--- config.mk ---
export PLATFORM = sky130hd
export DESIGN_NAME = ysyx_22050710_inst_axi_bridge_flat
export DESIGN_NICKNAME = d
export VERILOG_FILES = /design/src/rtl/ysyx_22050710_inst_axi_bridge_pkg.sv /design/src/rtl/ysyx_22050710_inst_axi_bridge_if.sv /design/src/rtl/ysyx_22050710_inst_axi_bridge_reg.sv /design/src/rtl/ysyx_22050710_inst_axi_bridge.sv /design/src/flat_wrapper.sv
export SDC_FILE = /design/constraint.sdc
export NUM_CORES = 1
export LEC_CHECK = 0
export BUFFER_PORTS_ARGS = -buffer_cell sky130_fd_sc_hd__buf_2
export CAP_MARGIN = 10
export CELL_PAD_IN_SITES_DETAIL_PLACEMENT = 0
export CELL_PAD_IN_SITES_GLOBAL_PLACEMENT = 1
export CORE_ASPECT_RATIO = 0.8
export CORE_UTILIZATION = 27
export DETAILED_ROUTE_END_ITERATION = 7
export PLACE_DENSITY = 0.8
export SLEW_MARGIN = 20
export SYNTH_ARGS = -nofsm -noshare
export SYNTH_HDL_FRONTEND = slang
export SYNTH_SLANG_ARGS = --single-unit
--- constraint.sdc ---
create_clock -name i_clk -period 1.2 [get_ports i_clk]
set_input_delay 0.06 -clock i_clk [delete_from_list [all_inputs] [get_ports i_clk]]
set_output_delay 0.06 -clock i_clk [all_outputs]
set_load 0.01 [all_outputs]
--- src/rtl/ysyx_22050710_inst_axi_bridge_pkg.sv ---
// Shared AXI constants and bridge FSM encodings, reused by the data-side bridge and arbiter.
package ysyx_22050710_inst_axi_bridge_pkg;

  localparam logic [1:0] BURST_INCR = 2'b01;
  localparam logic [2:0] SIZE_8B    = 3'b011;
  localparam logic [1:0] RESP_OKAY  = 2'b00;

  typedef enum logic [1:0] {
    IDLE = 2'd0,
    AR   = 2'd1,
    R    = 2'd2
  } state_e;

endpackage

--- src/rtl/ysyx_22050710_inst_axi_bridge_if.sv ---
// Instruction-SRAM-like fetch port plus the AXI4 read channels of the instruction master.
interface ysyx_22050710_inst_axi_bridge_if #(
  parameter int SRAM_ADDR_WD = 32,
  parameter int SRAM_DATA_WD = 64,
  parameter int AXI_ID_WD    = 4
);
  logic                    inst_sram_ren;
  logic [SRAM_ADDR_WD-1:0] inst_sram_addr;
  logic                    inst_sram_addr_ok;
  logic                    inst_sram_data_ok;
  logic [SRAM_DATA_WD-1:0] inst_sram_rdata;
  logic                    inst_sram_err;

  logic                    axi_arvalid;
  logic                    axi_arready;
  logic [SRAM_ADDR_WD-1:0] axi_araddr;
  logic [AXI_ID_WD-1:0]    axi_arid;
  logic [7:0]              axi_arlen;
  logic [2:0]              axi_arsize;
  logic [1:0]              axi_arburst;
  logic                    axi_rvalid;
  logic                    axi_rready;
  logic [SRAM_DATA_WD-1:0] axi_rdata;
  logic [1:0]              axi_rresp;
  logic                    axi_rlast;

  // Bridge side: fetch slave, AXI read master.
  modport master (
    input  inst_sram_ren, inst_sram_addr,
    output inst_sram_addr_ok, inst_sram_data_ok, inst_sram_rdata, inst_sram_err,
    output axi_arvalid, axi_araddr, axi_arid, axi_arlen, axi_arsize, axi_arburst,
    input  axi_arready,
    input  axi_rvalid, axi_rdata, axi_rresp, axi_rlast,
    output axi_rready
  );

  // Environment side: IF stage plus AXI slave.
  modport slave (
    output inst_sram_ren, inst_sram_addr,
    input  inst_sram_addr_ok, inst_sram_data_ok, inst_sram_rdata, inst_sram_err,
    input  axi_arvalid, axi_araddr, axi_arid, axi_arlen, axi_arsize, axi_arburst,
    output axi_arready,
    output axi_rvalid, axi_rdata, axi_rresp, axi_rlast,
    input  axi_rready
  );
endinterface

--- src/rtl/ysyx_22050710_inst_axi_bridge_reg.sv ---
// Common register primitive: synchronous active-high reset, write enable.
module ysyx_22050710_reg #(
  parameter int               WIDTH     = 1,
  parameter logic [WIDTH-1:0] RESET_VAL = '0
) (
  input  logic             clk_i,
  input  logic             rst_i,
  input  logic             wen_i,
  input  logic [WIDTH-1:0] din_i,
  output logic [WIDTH-1:0] dout_o
);
  always_ff @(posedge clk_i) begin
    if (rst_i)      dout_o <= RESET_VAL;
    else if (wen_i) dout_o <= din_i;
  end
endmodule

--- src/rtl/ysyx_22050710_inst_axi_bridge.sv ---
// Fetch-to-AXI4 read bridge: one single-beat burst per accepted fetch, one outstanding.
// state | meaning
// IDLE  | no transaction outstanding, fetch can be accepted
// AR    | address phase, arvalid high until arready
// R     | waiting for the read beat; accepting a new fetch alongside it
module ysyx_22050710_inst_axi_bridge
  import ysyx_22050710_inst_axi_bridge_pkg::*;
#(
  parameter int SRAM_ADDR_WD = 32,
  parameter int SRAM_DATA_WD = 64,
  parameter int AXI_ID_WD    = 4,
  parameter int AXI_ID       = 0
) (
  input logic i_clk,
  input logic i_rst,
  ysyx_22050710_inst_axi_bridge_if.master bus
);
  logic                    rst_h;
  state_e                  state_q, state_d;
  logic [1:0]              state_raw_q;
  logic                    addr_ok;
  logic                    r_fire;
  logic                    err_d;
  logic [SRAM_ADDR_WD-1:0] araddr_d, araddr_q;
  logic [SRAM_DATA_WD-1:0] rdata_q;
  logic                    data_ok_q, err_q;
  logic                    unused_bits;

  assign rst_h       = ~i_rst;
  assign state_q     = state_e'(state_raw_q);
  assign unused_bits = &{1'b0, bus.axi_rlast, bus.inst_sram_addr[2:0]};

  always_comb begin
    state_d = state_q;
    r_fire  = (state_q == R) && bus.axi_rvalid;
    // Gated by reset so nothing is accepted while the FSM is being cleared.
    addr_ok = i_rst && bus.inst_sram_ren && ((state_q == IDLE) || r_fire);
    case (state_q)
      IDLE:    if (addr_ok) state_d = AR;
      AR:      if (bus.axi_arready) state_d = R;
      R:       if (r_fire) state_d = addr_ok ? AR : IDLE;
      default: state_d = IDLE;
    endcase
  end

  // Beat alignment only; the 4-byte word select happens downstream.
  assign araddr_d = {bus.inst_sram_addr[SRAM_ADDR_WD-1:3], 3'b000};
  assign err_d    = r_fire && (bus.axi_rresp != RESP_OKAY);

  ysyx_22050710_reg #(.WIDTH(2), .RESET_VAL(IDLE)) u_state (
    .clk_i(i_clk), .rst_i(rst_h), .wen_i(1'b1), .din_i(state_d), .dout_o(state_raw_q));

  ysyx_22050710_reg #(.WIDTH(SRAM_ADDR_WD), .RESET_VAL('0)) u_araddr (
    .clk_i(i_clk), .rst_i(rst_h), .wen_i(addr_ok), .din_i(araddr_d), .dout_o(araddr_q));

  ysyx_22050710_reg #(.WIDTH(SRAM_DATA_WD), .RESET_VAL('0)) u_rdata (
    .clk_i(i_clk), .rst_i(rst_h), .wen_i(r_fire), .din_i(bus.axi_rdata), .dout_o(rdata_q));

  ysyx_22050710_reg #(.WIDTH(1), .RESET_VAL(1'b0)) u_data_ok (
    .clk_i(i_clk), .rst_i(rst_h), .wen_i(1'b1), .din_i(r_fire), .dout_o(data_ok_q));

  ysyx_22050710_reg #(.WIDTH(1), .RESET_VAL(1'b0)) u_err (
    .clk_i(i_clk), .rst_i(rst_h), .wen_i(1'b1), .din_i(err_d), .dout_o(err_q));

  assign bus.inst_sram_addr_ok = addr_ok;
  assign bus.inst_sram_data_ok = data_ok_q;
  assign bus.inst_sram_rdata   = rdata_q;
  assign bus.inst_sram_err     = err_q;

  assign bus.axi_arvalid = (state_q == AR);
  assign bus.axi_araddr  = araddr_q;
  assign bus.axi_arid    = AXI_ID_WD'(AXI_ID);
  assign bus.axi_arlen   = 8'd0;
  assign bus.axi_arsize  = SIZE_8B;
  assign bus.axi_arburst = BURST_INCR;
  assign bus.axi_rready  = (state_q == R);
endmodule

--- src/flat_wrapper.sv ---
// flat-port wrapper written by rule: the top's interface ports become plain ports
module ysyx_22050710_inst_axi_bridge_flat import ysyx_22050710_inst_axi_bridge_pkg::*;
#(
  parameter int SRAM_ADDR_WD = 32,
  parameter int SRAM_DATA_WD = 64,
  parameter int AXI_ID_WD    = 4,
  parameter int AXI_ID       = 0
)
  (i_clk, i_rst, bus_inst_sram_ren, bus_inst_sram_addr, bus_inst_sram_addr_ok, bus_inst_sram_data_ok, bus_inst_sram_rdata, bus_inst_sram_err, bus_axi_arvalid, bus_axi_araddr, bus_axi_arid, bus_axi_arlen, bus_axi_arsize, bus_axi_arburst, bus_axi_arready, bus_axi_rvalid, bus_axi_rdata, bus_axi_rresp, bus_axi_rlast, bus_axi_rready);
  ysyx_22050710_inst_axi_bridge_if #(.SRAM_ADDR_WD(SRAM_ADDR_WD), .SRAM_DATA_WD(SRAM_DATA_WD), .AXI_ID_WD(AXI_ID_WD)) bus_i ();
  input logic i_clk;
  input logic i_rst;
  input wire logic [$bits(bus_i.inst_sram_ren)-1:0] bus_inst_sram_ren;
  input wire logic [$bits(bus_i.inst_sram_addr)-1:0] bus_inst_sram_addr;
  output wire logic [$bits(bus_i.inst_sram_addr_ok)-1:0] bus_inst_sram_addr_ok;
  output wire logic [$bits(bus_i.inst_sram_data_ok)-1:0] bus_inst_sram_data_ok;
  output wire logic [$bits(bus_i.inst_sram_rdata)-1:0] bus_inst_sram_rdata;
  output wire logic [$bits(bus_i.inst_sram_err)-1:0] bus_inst_sram_err;
  output wire logic [$bits(bus_i.axi_arvalid)-1:0] bus_axi_arvalid;
  output wire logic [$bits(bus_i.axi_araddr)-1:0] bus_axi_araddr;
  output wire logic [$bits(bus_i.axi_arid)-1:0] bus_axi_arid;
  output wire logic [$bits(bus_i.axi_arlen)-1:0] bus_axi_arlen;
  output wire logic [$bits(bus_i.axi_arsize)-1:0] bus_axi_arsize;
  output wire logic [$bits(bus_i.axi_arburst)-1:0] bus_axi_arburst;
  input wire logic [$bits(bus_i.axi_arready)-1:0] bus_axi_arready;
  input wire logic [$bits(bus_i.axi_rvalid)-1:0] bus_axi_rvalid;
  input wire logic [$bits(bus_i.axi_rdata)-1:0] bus_axi_rdata;
  input wire logic [$bits(bus_i.axi_rresp)-1:0] bus_axi_rresp;
  input wire logic [$bits(bus_i.axi_rlast)-1:0] bus_axi_rlast;
  output wire logic [$bits(bus_i.axi_rready)-1:0] bus_axi_rready;
  assign bus_i.inst_sram_ren = bus_inst_sram_ren;
  assign bus_i.inst_sram_addr = bus_inst_sram_addr;
  assign bus_inst_sram_addr_ok = bus_i.inst_sram_addr_ok;
  assign bus_inst_sram_data_ok = bus_i.inst_sram_data_ok;
  assign bus_inst_sram_rdata = bus_i.inst_sram_rdata;
  assign bus_inst_sram_err = bus_i.inst_sram_err;
  assign bus_axi_arvalid = bus_i.axi_arvalid;
  assign bus_axi_araddr = bus_i.axi_araddr;
  assign bus_axi_arid = bus_i.axi_arid;
  assign bus_axi_arlen = bus_i.axi_arlen;
  assign bus_axi_arsize = bus_i.axi_arsize;
  assign bus_axi_arburst = bus_i.axi_arburst;
  assign bus_i.axi_arready = bus_axi_arready;
  assign bus_i.axi_rvalid = bus_axi_rvalid;
  assign bus_i.axi_rdata = bus_axi_rdata;
  assign bus_i.axi_rresp = bus_axi_rresp;
  assign bus_i.axi_rlast = bus_axi_rlast;
  assign bus_axi_rready = bus_i.axi_rready;
  ysyx_22050710_inst_axi_bridge #(.SRAM_ADDR_WD(SRAM_ADDR_WD), .SRAM_DATA_WD(SRAM_DATA_WD), .AXI_ID_WD(AXI_ID_WD), .AXI_ID(AXI_ID)) u_core (.i_clk(i_clk), .i_rst(i_rst), .bus(bus_i));
endmodule
---- Word level (Yosys, flattened, before mapping) ----
Cells that the tools add are included.
W data, S select, Z words.
operators by class
  equality and inequality tests ........... 5
  muxes and demuxes ....................... 5
  reductions and logical operators ........ 8
operator list
  cell                  count
  $mux W2               3
  $pmux W2 S3           1
  $logic_and A1 B1 Y1   4
  $ne A2 B1 Y1 const B  2
  $reduce_and A3 Y1     1
  $eq A2 B1 Y1 const B  1
  $eq A2 B2 Y1 const B  1
  $logic_not A2 Y1      1
  $ne A2 B2 Y1 const B  1
  $reduce_bool A2 Y1    1
  $logic_or A1 B1 Y1    1
  $mux W1               1
word-level totals
  register bits after elaboration ......... 97
  word-level logic and storage cells ...... 23
  output and inout bits ................... 118
  input port bits ......................... 104

---- Depth between registers and ports, before layout ----
Gate-level depths: netlist (run 1).
  depth in word-level cells ............... 7
  mapped depth ............................ 6
  gate-level depth less buffers ........... 3

---- Hierarchy ----
A second synthesis (run 1) with hierarchy kept.
unflattened totals
  cells, all modules ...................... 352
  area total of the unflattened synthesis .. 3,809.9 sq um
by module, submodules not included
  module                                     times used  seq. area each (sq um)  area each (sq um)  cells each
  ysyx_22050710_reg at u_core.u_rdata        1           1,281.2                 2,290.9            206
  ysyx_22050710_reg at u_core.u_araddr       1           640.6                   1,163.6            103
  ysyx_22050710_inst_axi_bridge              1           0.0                     220.2              31
  ysyx_22050710_reg at u_core.u_data_ok ...  2           20.0                    33.8               3
  ysyx_22050710_reg at u_core.u_state        1           40.0                    67.6               6

---- Least setup slack after synthesis (run 1) ----
OpenSTA, ideal clock, no wires.
  path type ............................... reg-to-reg
  start ................................... register u_core.u_state.dout_o[0]
  end ..................................... register u_core.u_rdata.dout_o[36]
  stages on the path, launching flop included .. 7
  path buffers ............................ 3
  clock period less this slack ............ 1.188 ns
  arrival time ............................ 1.070 ns
  library setup time ...................... 0.119 ns
  setup slack ............................. 0.012 ns
  data required time ...................... 1.081 ns
  cell sequence ........................... dfxtp_1 > and3b_1 > buf_4 > buf_6 > buf_8 > nand3_2 > o21ai_1
between the ends
  longest elaborated chain between the ends .. 2
RTL lines
  what                      RTL line                                 RTL
  start: declaration        ysyx_22050710_inst_axi_bridge_reg.sv:10  output logic [WIDTH-1:0] dout_o
  start signal: assignment  ysyx_22050710_inst_axi_bridge_reg.sv:14  else if (wen_i) dout_o <= din_i;
  $eq A2 B2 Y1              ysyx_22050710_inst_axi_bridge.sv:35      r_fire = (state_q == R) && bus.axi_rvalid;
  $logic_and A1 B1 Y1       ysyx_22050710_inst_axi_bridge.sv:35
  end signal: assignment    ysyx_22050710_inst_axi_bridge_reg.sv:14
  end: declaration          ysyx_22050710_inst_axi_bridge_reg.sv:10
No other way between the ends.
A chain may end at the register's enable or synchronous reset.

---- Worst setup path in the final report (run 1) ----
  start ................................... register u_core.u_state.dout_o[1]
  end ..................................... output bus_inst_sram_addr_ok
between the ends
  longest elaborated chain between the ends .. 4
  elaborated cells on any way between the ends .. 5
  classes of those cells .................. 1 x eq/ne; 4 x reduce/logical
RTL lines
  what                     RTL line                             RTL
  $eq A2 B2 Y1             ysyx_22050710_inst_axi_bridge.sv:35
  $logic_and A1 B1 Y1      ysyx_22050710_inst_axi_bridge.sv:35
  $logic_or A1 B1 Y1 (*)   ysyx_22050710_inst_axi_bridge.sv:37  addr_ok = i_rst && bus.inst_sram_ren && ((state_q == IDLE) || r_fire);
  $logic_and A1 B1 Y1 (*)  ysyx_22050710_inst_axi_bridge.sv:37
  end: declaration         flat_wrapper.sv:15                   output wire logic [$bits(bus_i.inst_sram_addr_ok)-1:0] bus_inst_sram_addr_ok;
Mark *: on every way between the ends. The rest lies on a longest branch, timed or not.

==> results of run 1 <==
## cells in the final DEF, fill, tap and decap left out, types with 4 or more instances in the layout
cell,instances
clkbuf_16,17
buf_2,193
nand3_1,36
mux2i_1,28
buf_8,4
nand3_2,28
o21ai_2,28
buf_16,4
o21ai_1,32
conb_1,20
dlygate4sd3_1,95
buf_4,12
buf_12,19
o21ai_0,4
nand2_1,122
dfxtp_1,95
buf_6,10
## final cells by class
type,instances,area share
repair buffers,345,0.399
flip-flops and latches,97,0.271
multi-input cells,310,0.254
clock buffers,12,0.0343
well taps,180,0.0313
clock inverters,3,0.00905
inverters,2,0.00104
## cell usage after synthesis
| library cell | n |
|---|---|
| mux2i_1 | 29 |
| and2_1 | 3 |
| nor2b_1 | 3 |
| o21ai_0 | 54 |
| buf_4 | 24 |
| inv_1 | 2 |
| clkbuf_1 | 15 |
| dfxtp_1 | 97 |
| a211oi_2 | 1 |
| buf_6 | 1 |
| nand3_2 | 6 |
| nand2_1 | 122 |
| and3b_1 | 1 |
| nand3_1 | 58 |
| o21ai_1 | 6 |
| buf_1 | 3 |
| o21a_1 | 2 |
| buf_8 | 1 |
| conb_1 | 2 |
| buf_2 | 14 |
| o21ai_2 | 4 |
| a22o_1 | 1 |
## report_power, final
| group | total (W) | switching [W] | internal (W) |
|---|---|---|---|
| Sequential | 0.00338 | 0.0000562 | 0.00332 |
| Combinational | 0.00123 | 0.000531 | 0.000695 |
| Clock | 0.00306 | 0.00119 | 0.00187 |
| Total | 0.00766 | 0.00178 | 0.00589 |
## logic make-up after synthesis
group / share of synthesized area
AO/OA/AOI/OAI: 0.0973
other: 0.00197
buffers and inverters: 0.0921
flip-flops: 0.509
multiplexers: 0.0760
AND/OR/NAND/NOR: 0.224
## path summary, 6_finish.rpt
path	cells past startpoint	endpoint
max	4	bus_inst_sram_addr_ok
min	3	u_core.u_state.dout_o[0]$_SDFFE_PN0P_
max reg2reg	7	u_core.u_rdata.dout_o[55]$_SDFFE_PN0P_
min reg2reg	2	u_core.u_rdata.dout_o[19]$_SDFFE_PN0P_
## worst max-delay path, delay by kind of cell, from the launching register on
kind | cells | cell delay (ns)
AOI/OAI and AO/OA | 1 | 0.24
buffers and inverters | 2 | 0.24
and+or+nand+nor | 1 | 0.13
DFF | 1 | 0.36
## state kept, by name (all words and copies together), names as in the netlist
signal and count:
u_core.u_araddr.dout_o 29, u_core.u_data_ok.dout_o 1, u_core.u_err.dout_o 1, u_core.u_rdata.dout_o 64, u_core.u_state.dout_o 2
## per-layer routing
metal,GRT usage,wire [um],part of all wire,up-vias
li1,-,-,-,2082
met1,0.186,5560,0.40,1945
met2,0.300,7050,0.51,170
met3,0.0464,917,0.066,27
met4,0.0738,272,0.020,0
met5,0,0,0,-
## metrics by stage
step	worst slack, ns	cells
4_1_cts	-0.227	941
3_5_place_dp	-0.0919	804
5_1_grt	-0.227	949
2_1_floorplan	0.0118	467
3_3_place_gp	-0.0260	804
6_report	-0.182	949
## timing repair
item | CTS | global route
resized for setup | 61 | 84
pin swaps | 4 | 35
hold buffers | 95 | 0
endpoints found under the hold margin | 94 | 0
setup endpoints to repair | 62 | 97
buffers inserted | 17 | 9
gates cloned | 10 | 10
==> results.ini, run 1 <==
[job]
cap_violations=0

[power]
powerDensity_mw_per_mm2=1070
p_leak_nw=3.29
ir_worst_vdd_v=0.000667
total_power_w=0.00766

[layout]
n_antenna_cell=0
area_growth_pct=88.4
multi_input_area_mm2=0.00183
final_layout_size_suffix_gt1_frac=0.427
layout.nets=869
fillers=1228
seqCellArea_mm2=0.00195
final_core_util=0.525
final_area_mm2=0.00719

[logic_synthesis]
synth_area_mm2=0.00382
yosys.area.top_type_share=0.509
synth_warnings=0
synth.avg_cell_area_um2=8.50
yosys-top-cells-area=dfxtp_1, nand2_1, mux2i_1, nand3_1, o21ai_0
ys_types=22
syn_inst=449
synth_top_area_cell=dfxtp_1
synth_seq_cells=97
ys_seq_area_frac=0.509

[critical_path]
reg2reg_slack_ns=-0.16
worstPathCellList=a211oi_4, buf_12, and2_4, buf_6
reg2reg_from=u_core.u_state.dout_o[1]$_SDFFE_PN0P_
critPathArrivalTime_ns=1.32
crit_start=u_core.u_state.dout_o[1]$_SDFFE_PN0P_
max_stage_delay_ns=0.36
cp-start-kind=flop
required_ns=1.14
path_max_fanout=3
crit_slowest_cell=dfxtp_4
cp-end-kind=primary output
worstSetupPathType=flop to primary output

[drt]
drcViolationCount=0
drt_first_pass_iters=4
dr_total_vias=4224
wl_um=13800
drt_iter0_markers=171
wire_per_inst_um=14.5
routed_via_density=4.45
ant_nets=0

[cts]
cts_tree=done
clk_latency_ns=0.34
cts_root_buffer=clkbuf_16
cts_buffers=9
path_clk_slew_ns=0.06
cts_sinks=97
htreeDepth=3
clock_path_buffers=2

[floorplanning]
die_width_um=135
initial_core_util=0.279
core_area_mm2=0.0137
top_level_ports=222
fp.dieH_um=108
rows=38
dieArea_mm2=0.0146

[sta]
setup_tns_ns=-7.99
finalSetupViolations=95
fin_ws_ns=-0.182
rsz0062_at_grt=true
whs_ns=0.0382
worst_clock_skew_ns=0.00376
hold_violations=0
timing.final.crit_share=1.15
fmax_mhz=723
fin_crit_ns=1.38
drv_slew=0

[run_status]
violations=negative setup slack
run_status=finished with violations

[placement]
dpl-instance-area_mm2=0.00504
globalplace.congestion=0.749
dpl.hpwl_um=6960
portBuffers=197

[grt]
gr-total-overflow=0
grt_max_degree=79
antenna_found_initial=0
grt_pass1_wl_um=18900
track_usage=0.168
grt_pass1_vias=3965

[worst_hold_path]
hold_path.class=primary input to flop
hp-start=bus_axi_arready

Note: power is estimated with default switching activity, not from simulation.
==> inputs of run 2 (changes only) <==
Settings changed: CORE_UTILIZATION 27 to 28, SYNTH_HIERARCHICAL from default to 1.
==> run 2 against run 1 <==
  * The run still ends with negative setup slack left
  * Critical path depth rose by 3
  * Clock power down 10%
  * Fmax decreased by 0.82%
  * Final cell count decreased by 11%
  * Sequential share of layout area increased by 3.8 points
  * Via count fell by 18%
  * Global-route usage down 1.8 points
  * First-iteration DRC count decreased by 47%
  * Sequential cell count is 3 higher
  * Wire length is 18% lower
  * Highest routed layer unchanged
==> results.ini, run 2 <==
[worst_hold_path]
hold_depth=4  ; was 3
hp-start=bus_axi_rresp[0]  ; was bus_axi_arready
hold_path.class=primary input to flop  ; unchanged
holdPathEnd=u_core/u_err/dout_o$_SDFFE_PP0P_  ; was u_core.u_state.dout_o[0]$_SDFFE_PN0P_

[sta]
timing.final.crit_share=1.16  ; was 1.15
rsz0062_at_grt=true  ; unchanged
fin_ws_ns=-0.194  ; was -0.182 ns
fmax_mhz=718  ; was 723 MHz
finalSetupViolations=102  ; was 95
setup_tns_ns=-12.69  ; was -7.99 ns
hold_violations=0  ; unchanged
worst_clock_skew_ns=0.00694  ; was 0.00376 ns
drv_slew=0  ; unchanged
fin_crit_ns=1.39  ; was 1.38 ns
whs_ns=0.104  ; was 0.0382 ns

[grt]
grt_max_degree=54  ; was 79
grt_pass1_vias=3429  ; was 3965
track_usage=0.150  ; was 0.168
antenna_found_initial=0  ; unchanged
gr-total-overflow=0  ; unchanged
grt_pass1_wl_um=16900  ; was 18900 um

[drt]
routed_via_density=4.09  ; was 4.45
highest_layer=met4  ; unchanged
wl_um=11300  ; was 13800 um
ant_nets=0  ; unchanged
drcViolationCount=0  ; unchanged
dr_total_vias=3464  ; was 4224
dr_wl_met3_um=775  ; was 917 um
wl_met2_um=5690  ; was 7050 um
drt_first_pass_iters=3  ; was 4
drt_iter0_markers=91  ; was 171
wl_met1_um=4750  ; was 5560 um
wire_per_inst_um=13.4  ; was 14.5 um

[critical_path]
reg2reg_slack_ns=-0.19  ; was -0.16 ns
crit_top_cell=buf_6
worstSetupPathType=flop to flop  ; was flop to primary output
path_buf_inv=4  ; was 2
max_stage_delay_ns=0.33  ; was 0.36 ns
cp-start-kind=flop  ; unchanged
critPathArrivalTime_ns=1.62  ; was 1.32 ns
reg2reg_from=u_core/u_state/dout_o[0]$_SDFFE_PP0P_  ; was u_core.u_state.dout_o[1]$_SDFFE_PN0P_
ff2ff_path_depth=7  ; unchanged
required_ns=1.43  ; was 1.14 ns
path_max_fanout=5  ; was 3
r2r-end=u_core/u_araddr/dout_o[12]$_SDFFE_PP0P_  ; was u_core.u_rdata.dout_o[55]$_SDFFE_PN0P_
cp-end-kind=flop  ; was primary output
crit_family=buffers and inverters  ; was flip-flops
crit_slowest_cell=dfxtp_2  ; was dfxtp_4
worstPathCellList=buf_6, nor3_4, buf_6, buf_12, clkbuf_16, mux2i_1, nor2_1  ; was a211oi_4, buf_12, and2_4, buf_6

[logic_synthesis]
synth_warnings=6  ; was 0
synth.avg_cell_area_um2=10.8  ; was 8.50 um^2
yosys.area.top_type_share=0.525  ; was 0.509
synth_area_mm2=0.00381  ; was 0.00382 mm^2
ys_top_cells_by_count=dfxtp_1, mux2i_1, nor2_1  ; was nand2_1, dfxtp_1, nand3_1
ys_types=22  ; unchanged
synthArstFlopShare=0  ; unchanged
synth_top_area_cell=dfxtp_1  ; unchanged
yosys-top-cells-area=dfxtp_1, mux2i_1, nor2_1, buf_4, buf_8  ; was dfxtp_1, nand2_1, mux2i_1, nand3_1, o21ai_0
ys.flop_type=dfxtp_1  ; unchanged
synth_edf_count=0  ; unchanged
syn_inst=352  ; was 449
ys_seq_area_frac=0.525  ; was 0.509
synth_seq_cells=100  ; was 97

[cts]
clock_path_buffers=2  ; unchanged
cts_root_buffer=clkbuf_16  ; unchanged
htreeDepth=3  ; unchanged
path_clk_slew_ns=0.07  ; was 0.06 ns
clk_latency_ns=0.34  ; about the same
cts_sinks=100  ; was 97
cts_buffers=9  ; unchanged
cts_tree=done  ; unchanged

[job]
cap_violations=0  ; unchanged

[floorplanning]
initial_core_util=0.292  ; was 0.279
rows=37  ; was 38
top_level_ports=222  ; unchanged
dieArea_mm2=0.0141  ; was 0.0146 mm^2
die_width_um=132  ; was 135 um
core_area_mm2=0.0131  ; was 0.0137 mm^2
fp.dieH_um=106  ; was 108 um

[run_status]
run_status=finished with violations  ; unchanged
violations=negative setup slack  ; unchanged

[placement]
portBuffers=200  ; was 197
globalplace.congestion=0.724  ; was 0.749
dpl.hpwl_um=6390  ; was 6960 um

[power]
powerDensity_mw_per_mm2=1100  ; was 1070 mW/mm^2
total_power_w=0.00712  ; was 0.00766 W
ir_worst_vdd_v=0.000511  ; was 0.000667 V
p_leak_nw=2.97  ; was 3.29 nW

[layout]
most-common-layout-cells=buf_2, nor2_1, dfxtp_1  ; was buf_2, nand2_1, dlygate4sd3_1, dfxtp_1, nand3_1
final_core_util=0.497  ; was 0.525
fillers=1179  ; was 1228
largest_register=u_core/u_rdata/dout_o  ; was u_core.u_rdata.dout_o
reg_top3=u_core/u_rdata/dout_o: 64 flops, u_core/u_araddr/dout_o: 32 flops, u_core/u_state/dout_o: 2 flops  ; was u_core.u_rdata.dout_o: 64 flops, u_core.u_araddr.dout_o: 29 flops, u_core.u_state.dout_o: 2 flops
largest_reg_flops=64  ; unchanged
final_layout_size_suffix_gt1_frac=0.382  ; was 0.427
n_antenna_cell=0  ; unchanged
area_growth_pct=70.2  ; was 88.4%
layout.nets=770  ; was 869
final_common_cell=buf_2  ; unchanged

run 2: cell count changes after synthesis, sizes merged, moves of 2 or more:
cell and delta:
and2 -3, buf -9, clkbuf -11, dfxtp +3, mux2i +71, nand2 -121, nand3 -64, nor2 +100
nor2b -2, o21ai -64
run 2: timing repair:
item	4_1_cts	5_1_grt
pin swaps	1	20
hold buffers	93	0
hold endpoints to repair	93	0
gates resized for setup	12	15
endpoints found under the setup margin	101	103
gates cloned	4	3
buffers inserted	7	3
run 2: area by class of cell:
| cell class | count | area [um^2] | area share |
|---|---|---|---|
| clock buffer | 9 | 225 | 0.0347 |
| clock inverter | 7 | 57.6 | 0.00888 |
| inverter | 3 | 13.8 | 0.00212 |
| multi-input combinational | 233 | 1590 | 0.246 |
| sequential | 100 | 2000 | 0.309 |
| tap | 175 | 219 | 0.0338 |
| timing repair buffer | 319 | 2370 | 0.366 |
run 2: kinds of logic (layout without fill, tap and decap cells):
family / Yosys count / after routing / share of synthesized area
buffers and inverters: 41 / 338 / 0.0920
multiplexers: 100 / 100 / 0.263
other: 2 / 24 / 0.00197
flip-flops: 100 / 100 / 0.525
AND/OR/NAND/NOR: 106 / 106 / 0.111
AO/OA/AOI/OAI: 3 / 3 / 0.00657
run 2: how the worst max path moves through the flow:
stage / depth (start not counted) / to / slack, ns / from
floorplan: 6 / u_core/u_araddr/dout_o[10]$_SDFFE_PP0P_ / -0.06 / u_core/u_state/dout_o[1]$_SDFFE_PP0P_
global placement: 4 / u_core/u_rdata/dout_o[12]$_SDFFE_PP0P_ / -0.09 / u_core/u_state/dout_o[0]$_SDFFE_PP0P_
detailed placement: 4 / u_core/u_rdata/dout_o[59]$_SDFFE_PP0P_ / -0.12 / u_core/u_state/dout_o[0]$_SDFFE_PP0P_
CTS: 6 / u_core/u_araddr/dout_o[18]$_SDFFE_PP0P_ / -0.19 / u_core/u_state/dout_o[1]$_SDFFE_PP0P_
global route: 7 / u_core/u_araddr/dout_o[27]$_SDFFE_PP0P_ / -0.24 / u_core/u_state/dout_o[0]$_SDFFE_PP0P_
finish: 7 / u_core/u_araddr/dout_o[12]$_SDFFE_PP0P_ / -0.19 / u_core/u_state/dout_o[0]$_SDFFE_PP0P_
run 2: metrics by stage:
| stage | cell area, um^2 | setup slack (ns) | cells |
|---|---|---|---|
| 2_1_floorplan | 3910 | -0.0627 | 374 |
| 3_3_place_gp | 4930 | -0.0924 | 721 |
| 3_5_place_dp | 4930 | -0.120 | 721 |
| 4_1_cts | 6350 | -0.194 | 841 |
| 5_1_grt | 6480 | -0.239 | 846 |
| 6_report | 6480 | -0.194 | 846 |
run 2: worst register-to-register path, cell delays in order, from the launching register on:
cell	delay, ns
dfxtp_2	0.33
buf_6	0.12
nor3_4	0.19
buf_6	0.14
buf_12	0.11
clkbuf_16	0.15
mux2i_1	0.19
nor2_1	0.06
run 2: power by group:
part           internal (W)  switching (W)  total (W)
Clock               0.00144        0.00131    0.00275
Combinational      0.000562       0.000378   0.000940
Sequential          0.00339      0.0000389    0.00343
run 2: metal layers:
metal / global-route usage / vias to the layer above
li1: - / 1740
met1: 0.175 / 1580
met2: 0.269 / 133
met3: 0.0453 / 11
met4: 0.0328 / 0
met5: 0 / -
==> inputs of run 3 (changes only) <==
Settings changed: ABC_AREA from default to 1, CORE_UTILIZATION 28 to 27, CTS_CLUSTER_DIAMETER from default to 200, MAX_ROUTING_LAYER from default to met4, PLACE_DENSITY 0.8 to 0.81.
==> run 3 against run 2 <==
  * The flow still finishes with violations (negative setup slack)
  * Combinational power is 55% higher
  * Sequential power is 5% higher
  * Critical endpoint is now bus_inst_sram_addr_ok
  * Largest cell class unchanged
  * Critical path depth is 2 lower
  * Fmax is 13% higher
  * Clock power is 6% higher
  * Setup slack better by 0.16 ns
==> results.ini, run 3 <==
[floorplanning]
initial_core_util=0.278  ; was 0.292
dieArea_mm2=0.0168  ; was 0.0141 mm^2
die_width_um=145  ; was 132 um
fp.dieH_um=116  ; was 106 um
top_level_ports=222  ; unchanged
rows=41  ; was 37
core_area_mm2=0.0159  ; was 0.0131 mm^2

[cts]
cts_sinks=100  ; unchanged
clock_path_buffers=2  ; unchanged
cts_tree=done  ; unchanged
cts_root_buffer=clkbuf_16  ; unchanged
path_clk_slew_ns=0.07  ; about the same
clk_latency_ns=0.34  ; about the same
cts_buffers=9  ; unchanged
htreeDepth=3  ; unchanged

[logic_synthesis]
synth_warnings=6  ; unchanged
ys_seq_area_frac=0.455  ; was 0.525
synth_edf_count=0  ; unchanged
syn_inst=673  ; was 352
synth_area_mm2=0.00440  ; was 0.00381 mm^2
ys_top_cells_by_count=nand2_1, nor2_1, inv_1  ; was dfxtp_1, mux2i_1, nor2_1
synth_top_area_cell=dfxtp_1  ; unchanged
yosys-top-cells-area=dfxtp_1, nand2_1, nor2_1, inv_1, buf_6  ; was dfxtp_1, mux2i_1, nor2_1, buf_4, buf_8
yosys.area.top_type_share=0.455  ; was 0.525
synth_most_common_cell=nand2_1
synth.avg_cell_area_um2=6.54  ; was 10.8 um^2
synthArstFlopShare=0  ; unchanged
ys_types=14  ; was 22
ys.flop_type=dfxtp_1  ; unchanged
synth_seq_cells=100  ; unchanged

[grt]
track_usage=0.143  ; was 0.150
gr-total-overflow=0  ; unchanged
grt_max_degree=50  ; was 54
grt_pass1_vias=3810  ; was 3429
antenna_found_initial=3  ; was 0
grt_pass1_wl_um=18100  ; was 16900 um

[drt]
drt_iter0_markers=185  ; was 91
routed_via_density=3.73  ; was 4.09
wl_um=12000  ; was 11300 um
drt_first_pass_iters=6  ; was 3
wire_per_inst_um=10.1  ; was 13.4 um
drcViolationCount=0  ; unchanged
dr_total_vias=4448  ; was 3464
ant_nets=0  ; unchanged

[layout]
layout.nets=1076  ; was 770
final_layout_size_suffix_gt1_frac=0.266  ; was 0.382
final_common_cell=nand2_1  ; was buf_2
largest_reg_flops=64  ; unchanged
area_growth_pct=57.6  ; was 70.2%
largest_register=u_core/u_rdata/dout_o  ; unchanged
most-common-layout-cells=nand2_1, buf_2, nor2_1  ; was buf_2, nor2_1, dfxtp_1
reg_top3=u_core/u_rdata/dout_o: 64 flops, u_core/u_araddr/dout_o: 32 flops, u_core/u_state/dout_o: 2 flops  ; unchanged

[placement]
portBuffers=200  ; unchanged
dpl.hpwl_um=7420  ; was 6390 um
dp_slack_ns=0.0140  ; was -0.120 ns
globalplace.congestion=0.697  ; was 0.724

[critical_path]
cp-end-kind=primary output  ; was flop
cp-start-kind=flop  ; unchanged
worstSetupPathType=flop to primary output  ; was flop to flop
critPathArrivalTime_ns=1.17  ; was 1.62 ns
path_max_fanout=3  ; was 5
required_ns=1.14  ; was 1.43 ns
reg2reg_slack_ns=0  ; was -0.19 ns

[sta]
worst_clock_skew_ns=0.00469  ; was 0.00694 ns
fin_crit_ns=1.23  ; was 1.39 ns
drv_slew=0  ; unchanged
timing.final.crit_share=1.03  ; was 1.16
hold_violations=0  ; unchanged
finalSetupViolations=1  ; was 102
fin_ws_ns=-0.0303  ; was -0.194 ns
whs_ns=0.0123  ; was 0.104 ns
rsz0062_at_grt=true  ; unchanged
fmax_mhz=813  ; was 718 MHz

[worst_hold_path]
hold_path.class=primary input to flop  ; unchanged

[power]
p_leak_nw=3.84  ; was 2.97 nW
ir_worst_vdd_v=0.000571  ; was 0.000511 V
powerDensity_mw_per_mm2=1150  ; was 1100 mW/mm^2

[run_status]
violations=negative setup slack  ; unchanged
run_status=finished with violations  ; unchanged

[job]
cap_violations=0  ; unchanged

## run 3: path summary, 6_finish.rpt
path	startpoint	endpoint	cells past startpoint
worst max register to register	u_core/u_state/dout_o[1]$_SDFFE_PP0P_	u_core/u_rdata/dout_o[48]$_SDFFE_PP0P_	8
worst min register to register	u_core/u_rdata/dout_o[35]$_SDFFE_PP0P_	u_core/u_rdata/dout_o[35]$_SDFFE_PP0P_	2
worst min-delay path	bus_axi_rdata[4]	u_core/u_rdata/dout_o[4]$_SDFFE_PP0P_	5
worst max-delay path	u_core/u_state/dout_o[0]$_SDFFE_PP0P_	bus_inst_sram_addr_ok	5
## run 3: worst max-delay path, cell delays in order, from the launching register on
cell and delay, ns:
dfxtp_2 0.33, inv_4 0.07, nand3_2 0.10, inv_4 0.09, buf_12 0.11, buf_2 0.12
## run 3: report_power, final
part | switching, W | internal (W) | leakage (nW) | total (W)
Sequential | 0.0000900 | 0.00351 | 0.818 | 0.00360
Clock | 0.00129 | 0.00162 | 0.139 | 0.00291
Combinational | 0.000710 | 0.000750 | 2.89 | 0.00146
Total | 0.00209 | 0.00588 | 3.84 | 0.00796
## run 3: final cells by class
type,instances,area (um^2)
Antenna cell,3,7.51
Clock buffer,10,229
Clock inverter,5,63.8
Fill cell,1629,8920
Inverter,112,425
Multi-Input combinational cell,440,1700
Sequential cell,100,2000
Tap cell,215,269
Timing Repair Buffer,309,2240
## run 3: what timing repair did
item                                   in CTS  in global routing
endpoints found under the hold margin      80                  0
gates resized for setup                    10                 12
pin swaps                                   1                  0
setup endpoints to repair                   1                 93
buffers inserted                            6                  2
hold buffers                               80                  0
gates cloned                                2                  2
## run 3: kinds of logic after synthesis
logic type / Yosys count / share of synthesized area
DFF: 100 / 0.455
other: 2 / 0.00171
and+or+nand+nor: 411 / 0.355
AOI/OAI and AO/OA: 1 / 0.00199
buffers and inverters: 159 / 0.187
## run 3: per-layer routing
metal,track usage,vias up,share of wire
li1,-,2454,-
met1,0.164,1856,0.47
met2,0.235,126,0.46
met3,0.0455,12,0.062
met4,0.0498,0,0.013
met5,-,-,0
## run 3: metrics by stage
stage / std cells / power [W] / instance area (um^2) / util / TNS, ns
after detailed placement: 1084 / 0.00481 / 5600 / 0.353 / 0
final: 1194 / 0.00796 / 6940 / 0.438 / -0.0303
after global placement: 1084 / 0.00481 / 5600 / 0.353 / 0
after global routing: 1194 / 0.00844 / 6940 / 0.438 / -2.85
after floorplan: 699 / 0.00441 / 4500 / - / 0
after CTS: 1187 / 0.00805 / 6820 / 0.430 / -0.325
